**src/rtl/spi_rx_sequencer.sv**
```systemverilog
// SPI peripheral receive sequencer: synchronise, frame, length-check, queue words.
// Optional parity bit per frame when SPI_PARITY_EN is defined.
module spi_rx_sequencer #(
    parameter int WORD_W     = 16,
    parameter int FIFO_DEPTH = 4
) (
    input  logic              clk,
    input  logic              reset,
    input  logic              sck,
    input  logic              cs,
    input  logic              sdi,
    output logic [WORD_W-1:0] rx_data,
    output logic              rx_valid,
    input  logic              rx_ready,
    output logic              busy,
    output logic              overflow,
    output logic              frame_err
);

`ifdef SPI_PARITY_EN
    localparam int FRAME_BITS = WORD_W + 1;
`else
    localparam int FRAME_BITS = WORD_W;
`endif
    localparam int CNT_W  = $clog2(FRAME_BITS + 2);
    localparam int PTR_W  = $clog2(FIFO_DEPTH);
    localparam int FCNT_W = $clog2(FIFO_DEPTH + 1);
    localparam logic [CNT_W-1:0] CNT_MAX = CNT_W'(FRAME_BITS + 1);

    typedef enum logic [1:0] {S_IDLE, S_SHIFT, S_DONE} state_t;

    state_t                r_state;
    logic                  r_cs_m, r_cs_s;
    logic                  r_sck_m, r_sck_s, r_sck_q;
    logic                  r_sdi_m, r_sdi_s;
    logic [FRAME_BITS-1:0] r_shreg;
    logic [CNT_W-1:0]      r_bit_cnt;
    logic                  r_overflow, r_frame_err;
    logic [WORD_W-1:0]     r_mem [FIFO_DEPTH];
    logic [PTR_W-1:0]      r_rd_ptr, r_wr_ptr;
    logic [FCNT_W-1:0]     r_fcnt;

    logic              w_sck_rise;
    logic              w_len_ok, w_par_ok, w_frame_ok;
    logic              w_full, w_pop, w_push;
    logic [WORD_W-1:0] w_payload;

    always_ff @(posedge clk or posedge reset) begin
        if (reset) begin
            r_cs_m  <= 1'b0;
            r_cs_s  <= 1'b0;
            r_sck_m <= 1'b0;
            r_sck_s <= 1'b0;
            r_sck_q <= 1'b0;
            r_sdi_m <= 1'b0;
            r_sdi_s <= 1'b0;
        end else begin
            r_cs_m  <= cs;
            r_cs_s  <= r_cs_m;
            r_sck_m <= sck;
            r_sck_s <= r_sck_m;
            r_sck_q <= r_sck_s;
            r_sdi_m <= sdi;
            r_sdi_s <= r_sdi_m;
        end
    end

    assign w_sck_rise = r_sck_s & ~r_sck_q;
    assign w_len_ok   = (r_bit_cnt == CNT_W'(FRAME_BITS));

`ifdef SPI_PARITY_EN
    // Even parity: payload bits plus parity bit must XOR to zero
    assign w_par_ok  = ~(^r_shreg);
    assign w_payload = r_shreg[FRAME_BITS-1:1];
`else
    assign w_par_ok  = 1'b1;
    assign w_payload = r_shreg;
`endif

    assign w_frame_ok = w_len_ok & w_par_ok;
    assign w_full     = (r_fcnt == FCNT_W'(FIFO_DEPTH));
    assign w_pop      = rx_ready & (r_fcnt != '0);
    assign w_push     = (r_state == S_DONE) & w_frame_ok & (~w_full | w_pop);

    always_ff @(posedge clk or posedge reset) begin
        if (reset) begin
            r_state     <= S_IDLE;
            r_shreg     <= '0;
            r_bit_cnt   <= '0;
            r_overflow  <= 1'b0;
            r_frame_err <= 1'b0;
        end else begin
            r_overflow  <= 1'b0;
            r_frame_err <= 1'b0;
            unique case (r_state)
                S_IDLE: begin
                    if (r_cs_s) begin
                        r_state   <= S_SHIFT;
                        r_shreg   <= '0;
                        r_bit_cnt <= '0;
                    end
                end
                S_SHIFT: begin
                    if (w_sck_rise) begin
                        r_shreg <= {r_shreg[FRAME_BITS-2:0], r_sdi_s};
                        if (r_bit_cnt != CNT_MAX)
                            r_bit_cnt <= r_bit_cnt + CNT_W'(1);
                    end
                    if (!r_cs_s)
                        r_state <= S_DONE;
                end
                S_DONE: begin
                    r_state <= S_IDLE;
                    if (!w_frame_ok)
                        r_frame_err <= 1'b1;
                    else if (w_full && !w_pop)
                        r_overflow <= 1'b1;
                end
                default: r_state <= S_IDLE;
            endcase
        end
    end

    always_ff @(posedge clk or posedge reset) begin
        if (reset) begin
            for (int i = 0; i < FIFO_DEPTH; i++)
                r_mem[i] <= '0;
            r_rd_ptr <= '0;
            r_wr_ptr <= '0;
            r_fcnt   <= '0;
        end else begin
            if (w_push) begin
                r_mem[r_wr_ptr] <= w_payload;
                r_wr_ptr        <= r_wr_ptr + PTR_W'(1);
            end
            if (w_pop)
                r_rd_ptr <= r_rd_ptr + PTR_W'(1);
            if (w_push && !w_pop)
                r_fcnt <= r_fcnt + FCNT_W'(1);
            else if (w_pop && !w_push)
                r_fcnt <= r_fcnt - FCNT_W'(1);
        end
    end

    assign rx_data   = r_mem[r_rd_ptr];
    assign rx_valid  = (r_fcnt != '0);
    assign busy      = (r_state != S_IDLE);
    assign overflow  = r_overflow;
    assign frame_err = r_frame_err;

endmodule
```
**config.mk**
```make
export PLATFORM = sky130hd
export DESIGN_NAME = spi_rx_sequencer
export DESIGN_NICKNAME = d
export VERILOG_FILES = /design/src/rtl/spi_rx_sequencer.sv
export SDC_FILE = /design/constraint.sdc
export NUM_CORES = 1
export LEC_CHECK = 0
export ABC_AREA = 1
export BUFFER_PORTS_ARGS = -buffer_cell sky130_fd_sc_hd__buf_4
export CORE_ASPECT_RATIO = 0.75
export CORE_MARGIN = 3
export CORE_UTILIZATION = 28
export CTS_BUF_LIST = sky130_fd_sc_hd__clkbuf_4 sky130_fd_sc_hd__clkbuf_8 sky130_fd_sc_hd__clkbuf_16
export CTS_CLUSTER_SIZE = 8
export DETAILED_ROUTE_END_ITERATION = 10
export PLACE_DENSITY = 0.42
export RECOVER_POWER = 50
export SYNTH_ARGS = -nofsm -noshare
export SYNTH_HDL_FRONTEND = slang
export SYNTH_SLANG_ARGS = --single-unit
export TNS_END_PERCENT = 30
```
**constraint.sdc**
```tcl
create_clock -name clk -period 3.4 [get_ports clk]
set_input_delay 0.51 -clock clk [delete_from_list [all_inputs] [get_ports clk]]
set_output_delay 0.51 -clock clk [all_outputs]
set_load 0.01 [all_outputs]
```
==> impl_metrics.ini, run 1 <==
[critical_path]
crit_path_max_fanout = 18
crit_path_end_kind = primary output
required_ns = 2.89
worst-setup-path-type = flop to primary output
cp.arrival_ns = 2.06
startpoint_type = flop

[floorplanning]
fp.dieH_um = 120
core_um2 = 16900
die_x_um = 158
start_util = 0.288
dieArea_um2 = 19000
io_pins = 26
rows = 41

[yosys]
synth_adder_area_share = 0.0247
synth-main-ff-cell = dfrtp_1
yosysSeqAreaShare = 0.529
synth.area.mux_share = 0.00231
synth_area_um2 = 4870
synth-simple-area-share = 0.316
synthXorXnorAreaFrac = 0.00360
synth_warnings = 0
synth_seq_cells = 103
syn_nets = 571
synth-async-reset-ratio = 1.00
syn_avg_cell_area_um2 = 8.76
ys_types = 28
synth_compound_area_frac = 0.0637
postSynthCellCount = 556
synth-edff-count = 0
synth_top_family_by_area = simple AND/OR/NAND/NOR gates

[job]
drv_cap = 1

[sta]
setup_viol_count_final = 0
fin_crit_ns = 2.57
worstMarginPinSlew_ns = 2.24
slew_headroom = -0.493
rsz0062_at_grt = false
worst_slack_ns = 0.833
finClkSkew_ns = 0.00985
finalHoldViolCount = 0
setup_tns_ns = 0
slew_viol_final = 55
min_period_over_period = 0.755
max_freq_mhz = 390

[route]
first_iter_violations = 244
drcViolationCount = 0
vias = 3857
drt-total-wl_um = 13100
ant_nets = 0
drt-vias-per-instance = 4.93
wl_per_cell_um = 16.7
first_pass_iters = 4

[finish]
synthToLayoutAreaGrowth_pct = 12.3
final_core_util = 0.323
layout_common_cells = nand2_1 (167), dfrtp_1 (103), nand4_1 (67)
fin_area_um2 = 5470
diodes = 0
drive_gt1_frac = 0.116
nets = 578
final_common_cell = nand2_1

[worst_hold_path]
hold_class = primary input to flop

[clock_tree]
cts_setup_buffers = 0
cts-root-buf = clkbuf_16
clk_pin_slew_ns = 0.08
clock_sinks = 103
htree_levels = 3
insertion_delay_ns = 0.35
cts_tree = done
numCtsBuffers = 9
cts_resized = 0
hold_buffers = 0
cts_buffer_depth = 2

[place]
place_area_um2 = 5190
io_buffers = 25
detailedPlace.worstSlack_ns = 0.845
finalWeightedCongestion = 0.721
dpl.hpwl_um = 7670

[run_status]
violations = max-capacitance violations, max-slew violations
status = finished with violations

[power_and_ir_drop]
power_mw = 3.30
irDropWorstVdd_mv = 0.209
p_per_area_nw_per_um2 = 603
leakage_nw = 2.79

[global_route]
antenna_found_initial = 0
grt_pass1_wl_um = 21100
grt_usage = 0.143
grt_max_degree = 71
grt-ovfl-total = 0
grt_pass1_vias = 3829
-- synth_stat cells, types with 2 or more instances --
| master | count | area share |
|---|---|---|
| a21oi_1 | 3 | 0.0031 |
| nand2_2 | 5 | 0.0064 |
| o22ai_1 | 16 | 0.021 |
| inv_1 | 16 | 0.012 |
| nand3_4 | 4 | 0.014 |
| buf_8 | 4 | 0.012 |
| nand4_1 | 67 | 0.086 |
| nor2_1 | 39 | 0.030 |
| nand3_1 | 38 | 0.039 |
| dfrtp_1 | 103 | 0.53 |
| buf_2 | 11 | 0.011 |
| nand2_1 | 167 | 0.13 |
| buf_1 | 3 | 0.0023 |
| clkbuf_1 | 20 | 0.015 |
| ha_1 | 8 | 0.021 |
| nor3_1 | 2 | 0.0021 |
| o21ai_0 | 39 | 0.040 |
-- where the power goes --
group | switching (mW) | leakage, nW | internal, mW
Clock | 0.488 | 0.142 | 0.506
Sequential | 0.0376 | 1.41 | 1.27
Combinational | 0.634 | 1.24 | 0.364
-- path summary, 6_finish.rpt --
| path | cells after the start | startpoint | end | slack [ns] |
|---|---|---|---|---|
| worst max-delay path | 5 | r_rd_ptr[0]$_DFFE_PP0P_ | rx_data[1] | 0.83 |
| worst min-delay path | 1 | sck | r_sck_m$_DFF_PP0_ | 0.29 |
| worst max register to register | 14 | r_bit_cnt[0]$_DFFE_PP0P_ | r_fcnt[2]$_DFFE_PP0P_ | 0.84 |
| worst min register to register | 0 | r_cs_m$_DFF_PP0_ | r_cs_s$_DFF_PP0_ | 0.35 |
| max in group asynchronous | 2 | reset | r_mem[23]$_DFFE_PP0P_ | 1.19 |
| min in group asynchronous | 2 | reset | r_mem[3]$_DFFE_PP0P_ | 0.92 |
-- critical path, cell delays in order, from the launching register on --
cell and delay (ns):
dfrtp_1 0.38, inv_1 0.43, buf_4 0.35, o21ai_0 0.11, o22ai_1 0.27, buf_4 0.18
-- cell type report --
cell class / count / area (µm²)
Clock buffer: 9 / 225
Clock inverter: 7 / 56.3
Fill cell: 1802 / 11500
Inverter: 17 / 63.8
Multi-Input combinational cell: 396 / 2000
Sequential cell: 103 / 2580
Tap cell: 215 / 269
Timing Repair Buffer: 36 / 283
-- cells by family (layout without fill, tap and decap cells) --
family,after synthesis,in the layout
simple gates,326,326
mux,1,1
compound gates,58,58
xor+xnor,2,2
flops,103,103
buf+inv,57,69
fa+ha+maj,9,9
-- stage by stage --
step | hold slack, ns | instances
floorplan | 0.331 | 556
global placement | 0.336 | 767
detailed placement | 0.337 | 767
CTS | 0.252 | 783
global route | 0.272 | 783
finish | 0.285 | 783
-- per-layer routing --
metal | part of all wire | global-route usage | up-vias
met5 | 0 | 0 | -
met4 | 0.0052 | 0.0317 | 0
met3 | 0.042 | 0.0311 | 6
met2 | 0.45 | 0.220 | 77
met1 | 0.50 | 0.208 | 1866
li1 | - | - | 1908
-- flip-flops by register name (all words and copies together) (netlist names), 2 cells and up --
signal and count:
r_bit_cnt 5, r_fcnt 3, r_mem 64, r_rd_ptr 2
r_shreg 16, r_state 2, r_wr_ptr 2
Power figures use the tool's default switching activity.
==> inputs of run 2 (changes only) <==
--- a/config.mk
+++ b/config.mk
@@ -13,7 +13,7 @@
 export CTS_BUF_LIST = sky130_fd_sc_hd__clkbuf_4 sky130_fd_sc_hd__clkbuf_8 sky130_fd_sc_hd__clkbuf_16
 export CTS_CLUSTER_SIZE = 8
 export DETAILED_ROUTE_END_ITERATION = 10
-export PLACE_DENSITY = 0.42
+export PLACE_DENSITY = 0.43
 export RECOVER_POWER = 50
 export SYNTH_ARGS = -nofsm -noshare
 export SYNTH_HDL_FRONTEND = slang
==> constraint.sdc (replaced) <==
create_clock -name clk -period 2.15 [get_ports clk]
set_input_delay 0.3225 -clock clk [delete_from_list [all_inputs] [get_ports clk]]
set_output_delay 0.3225 -clock clk [all_outputs]
set_load 0.01 [all_outputs]
==> impl_metrics.ini, run 2 (same netlist as run 1, synthesis figures left out) <==
[sta]
slew_viol_final = 0
finalHoldViolCount = 0
slew_headroom = 0.294
setup_viol_count_final = 0
max_freq_mhz = 487
worstMarginPinSlew_ns = 1.05
finClkSkew_ns = 0.00990
setup_tns_ns = 0
fin_crit_ns = 2.05
min_period_over_period = 0.954

[critical_path]
cpLargestDelayFamily = adder cells
crit_buf_inv = 4
path_cells = inv_1, ha_1, nand2_1, inv_2, nand2_4, nor2_8, nand2_2, inv_1, ha_1, inv_2, fa_2, a21oi_1, o21ai_1, xor2_1
required_ns = 2.37
rr_worst_depth = 14
cp.arrival_ns = 2.27
worst-setup-path-type = flop to flop
slowest_stage = dfrtp_1
crit_path_max_fanout = 3
path_depth = 14
critPathMaxStageDelay_ns = 0.39
crit_path_end_kind = flop
startpoint_type = flop

[global_route]
grt_pass1_wl_um = 22400
grt-ovfl-total = 0
grt_usage = 0.150
grt_max_degree = 71
antenna_found_initial = 0
grt_pass1_vias = 3995

[floorplanning]
start_util = 0.288
die_x_um = 158
dieArea_um2 = 19000
rows = 41
io_pins = 26
fp.dieH_um = 120
core_um2 = 16900

[power_and_ir_drop]
p_sw_mw = 1.83
power.share.clock = 0.334
pwr-share-seq = 0.367
p_per_area_nw_per_um2 = 989
power_mw = 5.65
leakage_nw = 2.92
pwr-share-comb = 0.299
power.internal_mw = 3.82
swShare = 0.324
irDropWorstVdd_mv = 0.357

[route]
drt-total-wl_um = 13400
drcViolationCount = 0
first_pass_iters = 5
ant_nets = 0
first_iter_violations = 292
wl_per_cell_um = 16.7
vias = 4025
drt-vias-per-instance = 5.00

[finish]
drive_gt1_frac = 0.156
layout_common_cells = nand2_1 (167), dfrtp_1 (103), nand4_1 (67)
final_common_cell = nand2_1
synthToLayoutAreaGrowth_pct = 17.4
largest_register_ff_count = 64
largest_registers = r_mem (64), r_shreg (16), r_bit_cnt (5)
largest_register = r_mem
final_cells = 805
final_core_util = 0.338
diodes = 0
nets = 600
fin_area_um2 = 5720

[clock_tree]
cts_tree = done
htree_levels = 3
numCtsBuffers = 9
clock_sinks = 103
clk_pin_slew_ns = 0.06
cts-root-buf = clkbuf_16
insertion_delay_ns = 0.34
cts_buffer_depth = 2

[job]
drv_cap = 0

[run_status]
status = complete, no violations

[place]
dp.cells = 787
dpl.hpwl_um = 8410
finalWeightedCongestion = 0.736
place_area_um2 = 5380
io_buffers = 25

[worst_hold_path]
min_path_cells = 1
hold_class = primary input to flop
[run 2: layout make-up]
class                      instances  area [µm²]
clock inverter                     6         108
fill                            1770       11200
tap                              215         269
inverter                          17        65.1
timing repair buffer              58         455
sequential                       103        2580
clock buffer                      10         239
multi-input combinational        396        2000
[run 2: path summary, 6_finish.rpt]
kind | slack, ns | to | startpoint
setup / recovery | 0.1 | r_fcnt[2]$_DFFE_PP0P_ | r_bit_cnt[1]$_DFFE_PP0P_
hold / removal | 0.11 | r_cs_m$_DFF_PP0_ | cs
setup reg to reg | 0.1 | r_fcnt[2]$_DFFE_PP0P_ | r_bit_cnt[1]$_DFFE_PP0P_
hold reg to reg | 0.35 | r_sck_s$_DFF_PP0_ | r_sck_m$_DFF_PP0_
max in group asynchronous | 0.58 | r_mem[57]$_DFFE_PP0P_ | reset
min in group asynchronous | 0.17 | r_mem[51]$_DFFE_PP0P_ | reset
[run 2: power by group through the flow]
stage	clock [mW]	sequential (mW)	combinational [mW]
6_report	1.89	2.07	1.69
5_1_grt	2.04	2.08	1.89
4_1_cts	1.95	2.07	1.71
3_5_place_dp	0	2.11	1.71
3_3_place_gp	0	2.10	1.70
2_1_floorplan	0	2.11	0.931
[run 2: stage by stage]
step | setup WS, ns | hold WS (ns)
after CTS | 0.0150 | 0.0483
after detailed placement | -0.00394 | 0.340
after global placement | 0.0389 | 0.333
after global routing | -0.0137 | 0.0901
after floorplan | -0.170 | 0.331
final | 0.0984 | 0.111
[run 2: metal layers]
layer | vias to the layer above | global-route usage | wire (µm)
met5 | - | 0 | 0
met4 | 0 | 0.0301 | 116
met3 | 11 | 0.0315 | 622
met2 | 103 | 0.221 | 5920
met1 | 1960 | 0.228 | 6790
li1 | 1951 | - | -
[run 2: worst reg2reg max path, stage by stage (launching register included)]
cell and delay, ns:
dfrtp_1 0.39, inv_1 0.08, ha_1 0.15, nand2_1 0.06
inv_2 0.07, nand2_4 0.07, nor2_8 0.09, nand2_2 0.07
inv_1 0.07, ha_1 0.15, inv_2 0.05, fa_2 0.33
a21oi_1 0.14, o21ai_1 0.08, xor2_1 0.14
[run 2: what timing repair did]
item | 4_1_cts | 5_1_grt
buffers inserted | 0 | 2
hold buffers | 0 | 0
resized for setup | 1 | 6
setup endpoints to repair | 3 | 5
